[src/rtl/i2s_rx.sv]
// i2s_rx: oversampling I2S receiver; deserializes one left/right pair per frame.
module i2s_rx #(
  parameter int unsigned DATA_W      = 16,
  parameter int unsigned SYNC_STAGES = 2
) (
  input  logic              Clk,
  input  logic              Reset,
  input  logic              I2S_SCLK,
  input  logic              I2S_LRCLK,
  input  logic              I2S_DOUT,
  output logic [DATA_W-1:0] left_data,
  output logic [DATA_W-1:0] right_data,
  output logic              sample_valid,
  output logic              frame_err
);

  localparam int unsigned      CNT_W    = $clog2(DATA_W + 1);
  localparam logic [CNT_W-1:0] CNT_LAST = CNT_W'(DATA_W - 1);

  typedef enum logic [1:0] {
    IDLE,
    SHIFT,
    PAD
  } state_t;

  logic [SYNC_STAGES-1:0] sclk_sync;
  logic [SYNC_STAGES-1:0] lr_sync;
  logic [SYNC_STAGES-1:0] dout_sync;
  logic                   s_sclk;
  logic                   s_sclk_d;
  logic                   s_lr;
  logic                   s_dout;
  logic                   sclk_rise;
  logic                   bit_q;
  logic                   lr_q;
  logic                   boundary;

  state_t                 state;
  logic                   lr_prev;
  logic                   ch;
  logic                   left_ok;
  logic                   valid_pend;
  logic                   err_pend;
  logic [CNT_W-1:0]       cnt;
  logic [DATA_W-1:0]      sreg;
  logic [DATA_W-1:0]      sreg_next;
  logic [DATA_W-1:0]      left_stage;

  assign s_sclk    = sclk_sync[SYNC_STAGES-1];
  assign s_lr      = lr_sync[SYNC_STAGES-1];
  assign s_dout    = dout_sync[SYNC_STAGES-1];
  assign boundary  = sclk_rise & (lr_q != lr_prev);
  assign sreg_next = {sreg[DATA_W-2:0], bit_q};

  // Identical synchronizer chains keep SCLK, LRCLK and DOUT mutually aligned
  always_ff @(posedge Clk or posedge Reset) begin
    if (Reset) begin
      sclk_sync <= '0;
      lr_sync   <= '0;
      dout_sync <= '0;
    end else begin
      sclk_sync <= {sclk_sync[SYNC_STAGES-2:0], I2S_SCLK};
      lr_sync   <= {lr_sync[SYNC_STAGES-2:0], I2S_LRCLK};
      dout_sync <= {dout_sync[SYNC_STAGES-2:0], I2S_DOUT};
    end
  end

  // SCLK rising-edge detect, registered together with the bit and word select it qualifies
  always_ff @(posedge Clk or posedge Reset) begin
    if (Reset) begin
      s_sclk_d  <= 1'b0;
      sclk_rise <= 1'b0;
      bit_q     <= 1'b0;
      lr_q      <= 1'b0;
    end else begin
      s_sclk_d  <= s_sclk;
      sclk_rise <= s_sclk & ~s_sclk_d;
      bit_q     <= s_dout;
      lr_q      <= s_lr;
    end
  end

  // Frame FSM: the bit on each LRCLK boundary is the one-bit-delay bit and is skipped
  always_ff @(posedge Clk or posedge Reset) begin
    if (Reset) begin
      state      <= IDLE;
      lr_prev    <= 1'b1;
      ch         <= 1'b0;
      cnt        <= '0;
      left_ok    <= 1'b0;
      sreg       <= '0;
      left_stage <= '0;
      left_data  <= '0;
      right_data <= '0;
      valid_pend <= 1'b0;
      err_pend   <= 1'b0;
    end else begin
      valid_pend <= 1'b0;
      err_pend   <= 1'b0;
      if (sclk_rise) begin
        lr_prev <= lr_q;
        case (state)
          IDLE: begin
            left_ok <= 1'b0;
            if (boundary && !lr_q) begin
              state <= SHIFT;
              ch    <= 1'b0;
              cnt   <= '0;
            end
          end
          SHIFT: begin
            if (boundary) begin
              // Slot ended before a full word: drop the partial frame
              state    <= IDLE;
              left_ok  <= 1'b0;
              err_pend <= 1'b1;
            end else begin
              sreg <= sreg_next;
              cnt  <= cnt + CNT_W'(1);
              if (cnt == CNT_LAST) begin
                state <= PAD;
                if (!ch) begin
                  left_stage <= sreg_next;
                  left_ok    <= 1'b1;
                end else if (left_ok) begin
                  left_data  <= left_stage;
                  right_data <= sreg_next;
                  valid_pend <= 1'b1;
                  left_ok    <= 1'b0;
                end
              end
            end
          end
          PAD: begin
            if (boundary) begin
              state <= SHIFT;
              ch    <= lr_q;
              cnt   <= '0;
            end
          end
          default: state <= IDLE;
        endcase
      end
    end
  end

  // Output strobes trail the commit / error decision by one cycle
  always_ff @(posedge Clk or posedge Reset) begin
    if (Reset) begin
      sample_valid <= 1'b0;
      frame_err    <= 1'b0;
    end else begin
      sample_valid <= valid_pend;
      frame_err    <= err_pend;
    end
  end

endmodule
[config.mk]
export PLATFORM = sky130hd
export DESIGN_NAME = i2s_rx
export DESIGN_NICKNAME = d
export VERILOG_FILES = /design/src/rtl/i2s_rx.sv
export SDC_FILE = /design/constraint.sdc
export NUM_CORES = 1
export LEC_CHECK = 0
export CAP_MARGIN = 20
export CORE_ASPECT_RATIO = 1.2
export CORE_MARGIN = 8
export CORE_UTILIZATION = 55
export CTS_BUF_LIST = sky130_fd_sc_hd__clkbuf_4 sky130_fd_sc_hd__clkbuf_8
export DETAILED_ROUTE_END_ITERATION = 8
export PLACE_DENSITY = 0.79
export SLEW_MARGIN = 20
export SYNTH_ARGS = -nofsm -noshare
export SYNTH_HDL_FRONTEND = slang
export SYNTH_SLANG_ARGS = --single-unit
[constraint.sdc]
create_clock -name Clk -period 5.4 [get_ports Clk]
set_input_delay 1.08 -clock Clk [delete_from_list [all_inputs] [get_ports Clk]]
set_output_delay 1.08 -clock Clk [all_outputs]
set_load 0.1 [all_outputs]
# After elaboration in Yosys (flattened, before gate mapping)
# Cells that the tools add are included.
[totals] register_bits=87 input_bits=5 output_inout_bits=34 elab_cells=72
[classes] n_addsub=1 eq_ne=8 muxes=25 bitwise=5 reduce_logical=13
[op_table] op="5-bit 2-to-1 mux" count=3
[op_table] op="5-bit one-hot mux with 3 select lines" count=1
[op_table] op="1-bit 2-to-1 mux" count=14
[op_table] op="5-bit AND reduction" count=2
[op_table] op="2-bit 2-to-1 mux" count=4
[op_table] op="4-bit AND reduction" count=2
[op_table] op="2-bit != test, second input constant" count=3
[op_table] op="2-bit one-hot mux with 3 select lines" count=1
[op_table] op="3-bit AND reduction" count=2
[op_table] op="6-bit AND reduction" count=1
[op_table] op="5-bit by 1-bit adder with 5-bit output, second input constant" count=1
[op_table] op="5-bit by 4-bit == test with 1-bit output, second input constant" count=1
[op_table] op="1-bit one-hot mux with 2 select lines" count=2
[op_table] op="2-bit nonzero test" count=2
[op_table] op="3-bit != test, second input constant" count=1
[op_table] op="1-bit NOT" count=3
[op_table] op="3-bit nonzero test" count=1
[op_table] op="1-bit bitwise AND" count=2
[op_table] op="2-bit by 1-bit == test with 1-bit output, second input constant" count=1
[op_table] op="2-bit == test, second input constant" count=1
[op_table] op="2-bit logical NOT" count=1
[op_table] op="1-bit logical AND" count=1
[op_table] op="1-bit logical NOT" count=1
[op_table] op="1-bit != test" count=1

# Logic depth before layout (Yosys ltp)
# Gate-level depths: netlist of run 1.
[depth] ltp_word=6 mapped_depth=7 depth_no_buf=6

# Worst setup path before layout of run 1
# OpenSTA, ideal clock, no wires.
[synth_timing] kind="reg2out" start="register right_data[8]" end="output right_data[8]" arrival_time_ns=0.895 required_time_ns=4.320 slack_ns=3.425 path_stages_with_launch=1 n_path_buf=0 path_cell_list="dfrtp_1"
[synth_lines] item="from (decl)" line_no="12" source="output logic [DATA_W-1:0] right_data,"
[synth_lines] item="from (signal assigned)" line_no="127" source="right_data <= sreg_next;"
# No word-level cell between the ends.

# Worst setup path in the final report of run 1
[layout_timing] start="register left_data[15]" end="output left_data[15]"
[layout_lines] item="from (decl)" line_no="11" source="output logic [DATA_W-1:0] left_data,"
[layout_lines] item="from (signal assigned)" line_no="126" source="left_data <= left_stage;"
# No word-level cell between the ends.

==> reports/qor.yml, run 1 <==
finalSetupViolations: 0
critical-path-max-stage-delay_ns: 1.16
synth_top_area_cell: "sky130_fd_sc_hd__dfrtp_1"
grt_pass1_vias: 1756
simple_logic_cell_fraction_of_the_synthesized_area: 0.05155
gp_congestion: 0.8012
cts_buffers: 9
maxSlewViolCount: 0
drive_gt1_frac: 0.3412
cellPowerDensity_mw_per_mm2: 328.6
route.detailed.wl_per_inst_microns: 15.81
fp.coreArea_sq_mm: 0.006012
grt_use_total: 0.1324
finalHoldViolations: 0
clkSinkCount: 87
synthesis.instances: 211
count_of_flip_flops_with_a_built_in_enable_after_synthesis: 0
worst_skew_pair.late_latency_ns: 0.35
drt_wl_total_microns: 5329
clock_tree.buffer_depth: 2
synthArstFlopShare: 1.000
clk_pin_slew_ns: 0.08
tritoncts: "yes"
slew-limit-headroom: 0.3300
synth_largest_type_area_fraction: 0.6333
drv.max_cap_violation_count: 0
cts_setup_buffers: 0
place.detailed.hpwl_microns: 3495
synth.mux.area_fraction: 0.2283
min-delay-path-class: "reg -> reg"
synthesis.yosys.warnings: 0
routed-via-count: 1757
grt_start_max_net_pins: 56
synth_xor_area_frac: 0.01068
drt_pre_antenna_iters: 4
critical_path.startpoint_type: "flop"
area.growth.synth_to_final_pct: 17.82
buffer_ports.inserted: 38
netlist_area_before_placement_sq_mm: 0.003398
synth_fp_nets: 218
antenna_found_initial: 0
count_of_buffer_and_inverter_cells_on_the_critical_path: 1
die_y_microns: 102.1
mostFrequentLayoutCells: "sky130_fd_sc_hd__dfrtp_1 (86), sky130_fd_sc_hd__mux2_2 (55), sky130_fd_sc_hd__clkdlybuf4s50_1 (38)"
drcViolationCount: 0
period_needed_ns: 2.962
p_comb_frac: 0.101
antennaDiodeCount: 0
clkPwrFrac: 0.334
worstPathCellList: "clkdlybuf4s50_1"
globalRoute.totalOverflow: 0
setup_tns_ns: 0
number_of_different_library_cells_in_the_post_synthesis_netlist: 38
path_class: "reg -> out"
synth.area.top_cells: "sky130_fd_sc_hd__dfrtp_1 (63%), sky130_fd_sc_hd__mux2_2 (18%), sky130_fd_sc_hd__mux2_4 (4.0%), sky130_fd_sc_hd__buf_2 (0.88%), sky130_fd_sc_hd__xor2_4 (0.81%)"
synth-main-ff-cell: "sky130_fd_sc_hd__dfrtp_1"
final_skew_ns: 0.005808
hold_ws_ns: 0.3531
cts_resized: 0
p_int_uw: 973.6
initial_utilization: 0.5652
setup_repair_after_global_routing_missed_its_margin: "false"
synth_compound_area_frac: 0.03203
fillCellCount: 437
viasPerCell: 5.214
critPathMaxFanout: 2
ys_seq_elements: 87
post-route-period-util: 0.5484
timing.critical_path.required_ns: 4.32
htree_num_levels: 3
p_switching_uw: 342.0
max_fclk_mhz: 337.7
critPathTopFamily: "buffers and inverters"
row_count: 31
hold_buffers: 0
global_route_wire_length_before_repair_microns: 8866
static-leakage-power_uw: 0.001948
ys_seq_area_frac: 0.6410
final_nets: 258
post_synth_fa_ha_maj_area_fraction: 0.007364
outcome: "finished clean"
dieArea_sq_mm: 0.008960
critical_path.endpoint_type: "output pin"
synthesized_area_per_cell_sq_um: 16.11
clockRootBuffer: "sky130_fd_sc_hd__clkbuf_8"
seqPwrFrac: 0.565
worst_pin_slew_ns: 1.002
timing.critical_path.arrival_ns: 1.88
floorplan.die.width_microns: 87.76
vdd_ir_max_mv: 0.3321
detail-route-antenna-nets: 0
synth_top_family_by_area: "multiplexers"
switching_portion_of_total_power: 0.2599
top_level_ports: 39
layout.cells.most_common: "sky130_fd_sc_hd__dfrtp_1"
drt-initial-drc-count: 74
cp_slowest_cell: "sky130_fd_sc_hd__clkdlybuf4s50_1"
==> cells in the mapped netlist (2+ instances only) <==
library cell / instances
sky130_fd_sc_hd__a211o_1: 2
sky130_fd_sc_hd__a21o_1: 3
sky130_fd_sc_hd__and3_1: 2
sky130_fd_sc_hd__buf_2: 6
sky130_fd_sc_hd__buf_6: 2
sky130_fd_sc_hd__dfrtp_1: 86
sky130_fd_sc_hd__ha_1: 2
sky130_fd_sc_hd__inv_1: 5
sky130_fd_sc_hd__mux2_2: 55
sky130_fd_sc_hd__mux2_4: 9
sky130_fd_sc_hd__nand2_1: 3
sky130_fd_sc_hd__nand4b_1: 2
sky130_fd_sc_hd__nor2_1: 4
sky130_fd_sc_hd__nor2b_1: 2
sky130_fd_sc_hd__o21ai_0: 5
==> through the flow <==
stage / cells / utilization / cell area [sq um] / worst slack (ns) / power (uW)
final: 337 / 0.6660 / 4004 / 2.438 / 1316
after CTS: 337 / 0.6660 / 4004 / 2.397 / 1329
after global routing: 337 / 0.6660 / 4004 / 2.387 / 1381
after detailed placement: 322 / 0.6337 / 3810 / 2.779 / 890.2
after floorplan: 211 / - / 3398 / 2.071 / 859.4
after global placement: 322 / 0.6337 / 3810 / 2.800 / 884.1
==> cell type report <==
| class | count | area (sq um) | area share |
|---|---|---|---|
| Tap cell | 82 | 102.6 | 0.02562 |
| Clock buffer | 9 | 123.9 | 0.03094 |
| Inverter | 5 | 20.02 | 0.005000 |
| Timing Repair Buffer | 39 | 387.9 | 0.09688 |
| Clock inverter | 6 | 70.07 | 0.01750 |
| Sequential cell | 87 | 2178 | 0.5441 |
| Multi-Input combinational cell | 109 | 1121 | 0.2800 |
==> sequential cells by signal, indices dropped and copies added (netlist names), 5 cells and up <==
| register | count |
|---|---|
| cnt | 5 |
| right_data | 16 |
| left_stage | 16 |
| left_data | 16 |
| sreg | 15 |
==> power groups by stage <==
stage | logic, uW | registers (uW) | clock network [uW]
floorplan | 123 | 736 | 0
global placement | 129 | 755 | 0
detailed placement | 134 | 756 | 0
CTS | 135 | 743 | 451
global route | 148 | 752 | 481
finish | 133 | 743 | 440
==> worst paths after layout <==
path / startpoint / endpoint / slack [ns] / cells past startpoint
max: left_data[15] / left_data[15] / 2.44 / 1
min: lr_sync[0] / lr_sync[1] / 0.35 / 0
max reg2reg: lr_prev / right_data[8] / 3.04 / 4
min reg2reg: lr_sync[0] / lr_sync[1] / 0.35 / 0
max in group asynchronous: Reset / cnt[4] / 3.25 / 3
min in group asynchronous: Reset / sclk_sync[1] / 1.22 / 2
==> kinds of logic after synthesis <==
family / after synthesis
AO/OA/AOI/OAI: 16
XOR/XNOR: 2
adder cells (fa/ha/maj): 2
buffers and inverters: 15
flip-flops: 87
multiplexers: 66
AND/OR/NAND/NOR: 23
==> layer usage <==
metal	GRT usage	wire length (microns)	up-vias
li1	-	-	821
met1	0.1582	2323	903
met2	0.2077	2676	27
met3	0.04666	243	6
met4	0.06366	85	0
met5	0	0	-
Power figures use the tool's default switching activity.
==> run 2: changes to the inputs <==
- CORE_UTILIZATION: 55 -> 52
- clock period: 5.4 -> 2.7 ns (I/O delays scaled with it)
==> run 2 against run 1 <==
  * Combinational power increased by 98%
  * Final area decreased by 0.87%
  * Routed wire length increased by 1.3%
  * Power increased by 110%
  * Clock skew increased by 0.0052 ns
  * Register-to-register slack got worse by 2.6 ns
  * Global-route usage decreased by 0.70 points
  * Die area increased by 4.8%
  * Critical path type is now reg -> reg
  * Critical endpoint is now right_data[8]
  * Largest power group unchanged
==> reports/qor.yml, run 2 (synthesized netlist as in run 1, its figures left out) <==
layout.cell_area.non_filler_sq_mm: 0.003969
setup_tns_ns: 0
timing.critical_path.arrival_ns: 2.53
grt_use_total: 0.1254
drcViolationCount: 0
global_route_wire_length_before_repair_microns: 9563
critical-path-max-stage-delay_ns: 0.66
top_level_ports: 39
p_int_uw: 2059
cts_resized: 0
drive_gt1_frac: 0.4766
placedInstanceArea_sq_mm: 0.003744
period_needed_ns: 2.293
fp.coreArea_sq_mm: 0.006366
worstPathCellList: "xor2_4 > nor2_8 > nand4_4 > mux2_1"
finalHoldViolations: 0
count_of_buffer_and_inverter_cells_on_the_critical_path: 0
detail-route-antenna-nets: 0
worst_pin_slew_ns: 0.6024
cts_setup_buffers: 0
setup_repair_after_global_routing_missed_its_margin: "false"
min-delay-path-class: "reg -> reg"
critPathMaxFanout: 33
finalSetupViolations: 0
routed-via-count: 1754
initial_utilization: 0.5338
clock_tree.buffer_depth: 2
worst_skew_pair.late_latency_ns: 0.35
grt_start_max_net_pins: 88
route.detailed.wl_per_inst_microns: 15.82
floorplan.die.width_microns: 89.80
place.detailed.hpwl_microns: 3477
static-leakage-power_uw: 0.002046
final-seq-area_sq_mm: 0.002178
cts_buffers: 9
row_count: 32
drt-initial-drc-count: 69
antennaDiodeCount: 0
timing.critical_path.required_ns: 2.94
clkPwrFrac: 0.364
switching_portion_of_total_power: 0.2530
cp_slowest_cell: "sky130_fd_sc_hd__dfstp_2"
layout.cells.most_common: "sky130_fd_sc_hd__dfrtp_1"
drv.max_cap_violation_count: 0
mostFrequentLayoutCells: "sky130_fd_sc_hd__dfrtp_1 (86), sky130_fd_sc_hd__mux2_2 (55), sky130_fd_sc_hd__buf_4 (34)"
path_class: "reg -> reg"
drt_pre_antenna_iters: 4
area.growth.synth_to_final_pct: 16.79
buffer_ports.inserted: 38
fillCellCount: 470
tritoncts: "yes"
seqPwrFrac: 0.540
critical_path.startpoint_type: "flop"
clockRootBuffer: "sky130_fd_sc_hd__clkbuf_8"
final_skew_ns: 0.01098
clkSinkCount: 87
max_fclk_mhz: 436.2
p_switching_uw: 697.4
clk_pin_slew_ns: 0.09
slew-limit-headroom: 0.5976
hold_buffers: 0
gp_congestion: 0.7481
timing.critical_path.depth: 4
drt_wl_total_microns: 5396
htree_num_levels: 3
critPathTopFamily: "simple AND/OR/NAND/NOR gates"
final_nets: 258
worstHoldPathCells: 0
reg.largest.list: "left_data: 16 flops, left_stage: 16 flops, right_data: 16 flops"
maxSlewViolCount: 0
outcome: "finished clean"
post-route-period-util: 0.8492
ff2ff_path_depth: 4
vdd_ir_max_mv: 0.4278
viasPerCell: 5.144
critical_path.endpoint_type: "flop"
p_comb_frac: 0.096
dieArea_sq_mm: 0.009389
antenna_found_initial: 0
grt_pass1_vias: 1880
globalRoute.totalOverflow: 0
die_y_microns: 104.6
multi_input_area_sq_mm: 0.001121
cellPowerDensity_mw_per_mm2: 694.5
[run 2: changes by cell type in the layout (fill, tap and decap cells not counted), sizes merged]
cell | before | now
clkinvlp | 3 | 1
inv | 6 | 5
clkinv | 1 | 3
clkdlybuf4s50 | 38 | 4
clkbuf | 9 | 10
buf | 1 | 35
bufinv | 1 | 2
[run 2: metrics by stage]
| step | power [uW] | cells | setup slack, ns | util | hold WS [ns] |
|---|---|---|---|---|---|
| after CTS | 2783 | 341 | 0.3520 | 0.6234 | 0.3546 |
| after global routing | 2886 | 341 | 0.2514 | 0.6234 | 0.3596 |
| final | 2756 | 341 | 0.4073 | 0.6234 | 0.3531 |
| after floorplan | 1719 | 211 | 0.8493 | - | 0.3312 |
| after detailed placement | 1783 | 325 | 0.3691 | 0.5881 | 0.3347 |
| after global placement | 1767 | 325 | 0.4300 | 0.5881 | 0.3328 |
[run 2: worst paths after layout]
check,to,startpoint,slack [ns]
setup / recovery,right_data[8],lr_prev,0.41
hold / removal,lr_sync[1],lr_sync[0],0.35
setup reg to reg,right_data[8],lr_prev,0.41
hold reg to reg,lr_sync[1],lr_sync[0],0.35
max in group asynchronous,left_data[7],Reset,1.69
min in group asynchronous,sclk_sync[1],Reset,0.65
[run 2: cell type report]
type / instances / share of cell area
well taps: 85 / 0.02680
flip-flops and latches: 87 / 0.5489
multi-input cells: 109 / 0.2825
repair buffers: 39 / 0.07944
clock buffers: 10 / 0.03310
inverters: 5 / 0.005675
clock inverters: 6 / 0.02364
[run 2: power groups by stage]
stage               Clock [uW]  Combinational (uW)  Sequential, uW
finish                    1000                 264            1490
global route              1080                 297            1510
CTS                       1020                 268            1490
detailed placement           0                 268            1520
global placement             0                 259            1510
floorplan                    0                 247            1470
[run 2: worst reg2reg max path, cell delays in order (launching register included)]
cell and delay [ns]:
sky130_fd_sc_hd__dfstp_2 0.66, sky130_fd_sc_hd__xor2_4 0.14, sky130_fd_sc_hd__nor2_8 0.33, sky130_fd_sc_hd__nand4_4 0.53, sky130_fd_sc_hd__mux2_1 0.53
[run 2: layer usage]
| layer | GRT usage | share of wire | vias to the layer above | wire, microns |
|---|---|---|---|---|
| met4 | 0.09091 | 0.028 | 0 | 149 |
| met2 | 0.1891 | 0.49 | 30 | 2627 |
| met3 | 0.02720 | 0.039 | 13 | 213 |
| met1 | 0.1566 | 0.45 | 889 | 2405 |
| met5 | 0 | 0 | - | 0 |
| li1 | - | - | 822 | - |
==> run 3: changes to the inputs <==
- clock period: 2.7 -> 1.8 ns (I/O delays scaled with it)
==> run 3 against run 2 <==
  * Maximum frequency rose by 32%
  * Core utilization rose by 9.8 points
  * Register-to-register slack got worse by 0.35 ns
  * Largest power group unchanged
  * Highest routed layer unchanged
==> reports/qor.yml, run 3 (synthesized netlist as in run 1, its figures left out) <==
outcome: "finished clean"
floorplan.die.width_microns: 89.80
cellPowerDensity_mw_per_mm2: 870.6
ff2ff_path_depth: 6
critical_path.endpoint_type: "flop"
clock_tree.buffer_depth: 2
mostFrequentLayoutCells: "sky130_fd_sc_hd__dfrtp_1 (85), sky130_fd_sc_hd__mux2_2 (55), sky130_fd_sc_hd__buf_12 (38)"
critPathMaxFanout: 7
grt_pass1_vias: 2020
path_class: "reg -> reg"
drt-initial-drc-count: 107
reg2reg_to: "left_data[11]"
reg.largest.list: "left_data: 16 flops, left_stage: 16 flops, right_data: 16 flops"
drt_wl_total_microns: 6232
dp.cells: 341
buffer_ports.inserted: 38
fin_util: 0.7215
place.detailed.hpwl_microns: 4290
clockRootBuffer: "sky130_fd_sc_hd__clkbuf_8"
fp.coreArea_sq_mm: 0.006366
final_cell_count_no_fill: 359
drive_gt1_frac: 0.5438
worst_reg2reg_startpoint: "cnt[0]"
grt_use_total: 0.1367
globalRoute.totalOverflow: 0
antennaDiodeCount: 0
detail-route-antenna-nets: 0
hold_buffers: 0
routed-via-count: 1888
gp_congestion: 0.8113
top_level_ports: 39
drt_pre_antenna_iters: 4
layout.cell_area.non_filler_sq_mm: 0.004593
timing.critical_path.arrival_ns: 1.98
crit_path_to: "left_data[11]"
final-seq-area_sq_mm: 0.002180
layout.cells.most_common: "sky130_fd_sc_hd__dfrtp_1"
final_nets: 276
min-delay-path-class: "in -> async"
route.detailed.wl_per_inst_microns: 17.36
cts_setup_buffers: 0
dieArea_sq_mm: 0.009389
final_skew_ns: 0.007375
vdd_ir_max_mv: 0.5488
max_fclk_mhz: 574.5
static-leakage-power_uw: 0.002236
finalSetupViolations: 0
period_needed_ns: 1.741
cts_buffers: 9
post-route-period-util: 0.9670
placedInstanceArea_sq_mm: 0.004329
drcViolationCount: 0
critPathLaunch: "cnt[0]"
maxSlewViolCount: 0
die_y_microns: 104.6
initial_utilization: 0.5338
global_route_wire_length_before_repair_microns: 10200
fillCellCount: 368
tritoncts: "yes"
htree_num_levels: 3
antenna_found_initial: 0
viasPerCell: 5.259
worst_pin_slew_ns: 0.4296
critical_path.startpoint_type: "flop"
drv.max_cap_violation_count: 0
reg_to_reg_slack_setup_ns: 0.06
grt_start_max_net_pins: 39
row_count: 32
slew-limit-headroom: 0.7130
timing.critical_path.required_ns: 2.04
multi_input_area_sq_mm: 0.001179
worst_skew_pair.late_latency_ns: 0.36
clkSinkCount: 87
area.growth.synth_to_final_pct: 35.16
clk_pin_slew_ns: 0.09
finalHoldViolations: 0
==> run 3: metrics by stage <==
step / setup WS (ns) / setup TNS [ns] / total power (uW) / hold WS [ns]
floorplan: 0.0009286 / 0 / 2580 / 0.3312
global placement: 0.03060 / 0 / 2720 / 0.3322
detailed placement: -0.03244 / -0.1913 / 2758 / 0.3347
CTS: -0.001737 / -0.001737 / 3994 / 0.3547
global route: -0.001067 / -0.002111 / 4194 / 0.3706
finish: 0.05938 / 0 / 3999 / 0.3535
==> run 3: where the power goes <==
part / switching [uW] / internal [uW] / leakage, uW
sequential: 121 / 2080 / 0.00117
clock: 713 / 520 / 0.0000923
combinational: 281 / 278 / 0.000971
total: 1120 / 2880 / 0.00224
==> run 3: per-layer routing <==
layer	track usage	wire (microns)	up-vias
met4	0.07394	91	0
li1	-	-	867
met1	0.1570	2492	967
met2	0.2281	3372	47
met3	0.03651	275	7
met5	0	0	-
==> run 3: layout make-up <==
| type | instances | share of cell area |
|---|---|---|
| Sequential cell | 87 | 0.4745 |
| Clock buffer | 9 | 0.02697 |
| Inverter | 5 | 0.004903 |
| Timing Repair Buffer | 56 | 0.2019 |
| Multi-Input combinational cell | 110 | 0.2566 |
| Tap cell | 85 | 0.02315 |
| Clock inverter | 7 | 0.01199 |
==> run 3: how the worst min path moves through the flow <==
stage	slack (ns)	cells after the start	startpoint	to
3_3_place_gp	0.33	0	valid_pend	sample_valid
6_report	0.35	2	Reset	left_data[11]
4_1_cts	0.35	2	Reset	right_data[14]
2_1_floorplan	0.33	0	dout_sync[1]	bit_q
3_5_place_dp	0.33	0	valid_pend	sample_valid
5_1_grt	0.37	2	Reset	right_data[14]
==> run 3: timing repair <==
| item | 4_1_cts | 5_1_grt |
|---|---|---|
| endpoints found under the setup margin | 17 | 39 |
| hold endpoints to repair | 0 | 0 |
| pin swaps | 1 | 1 |
| resized for setup | 2 | 9 |
| gates cloned | 1 | 1 |
==> run 3: worst max-delay path, cell delays in order (launching register included) <==
cell and delay, ns:
sky130_fd_sc_hd__dfrtp_1 0.39, sky130_fd_sc_hd__ha_1 0.22, sky130_fd_sc_hd__and3_4 0.19, sky130_fd_sc_hd__ha_4 0.18, sky130_fd_sc_hd__nand4_4 0.13, sky130_fd_sc_hd__buf_6 0.17
sky130_fd_sc_hd__mux2_2 0.34
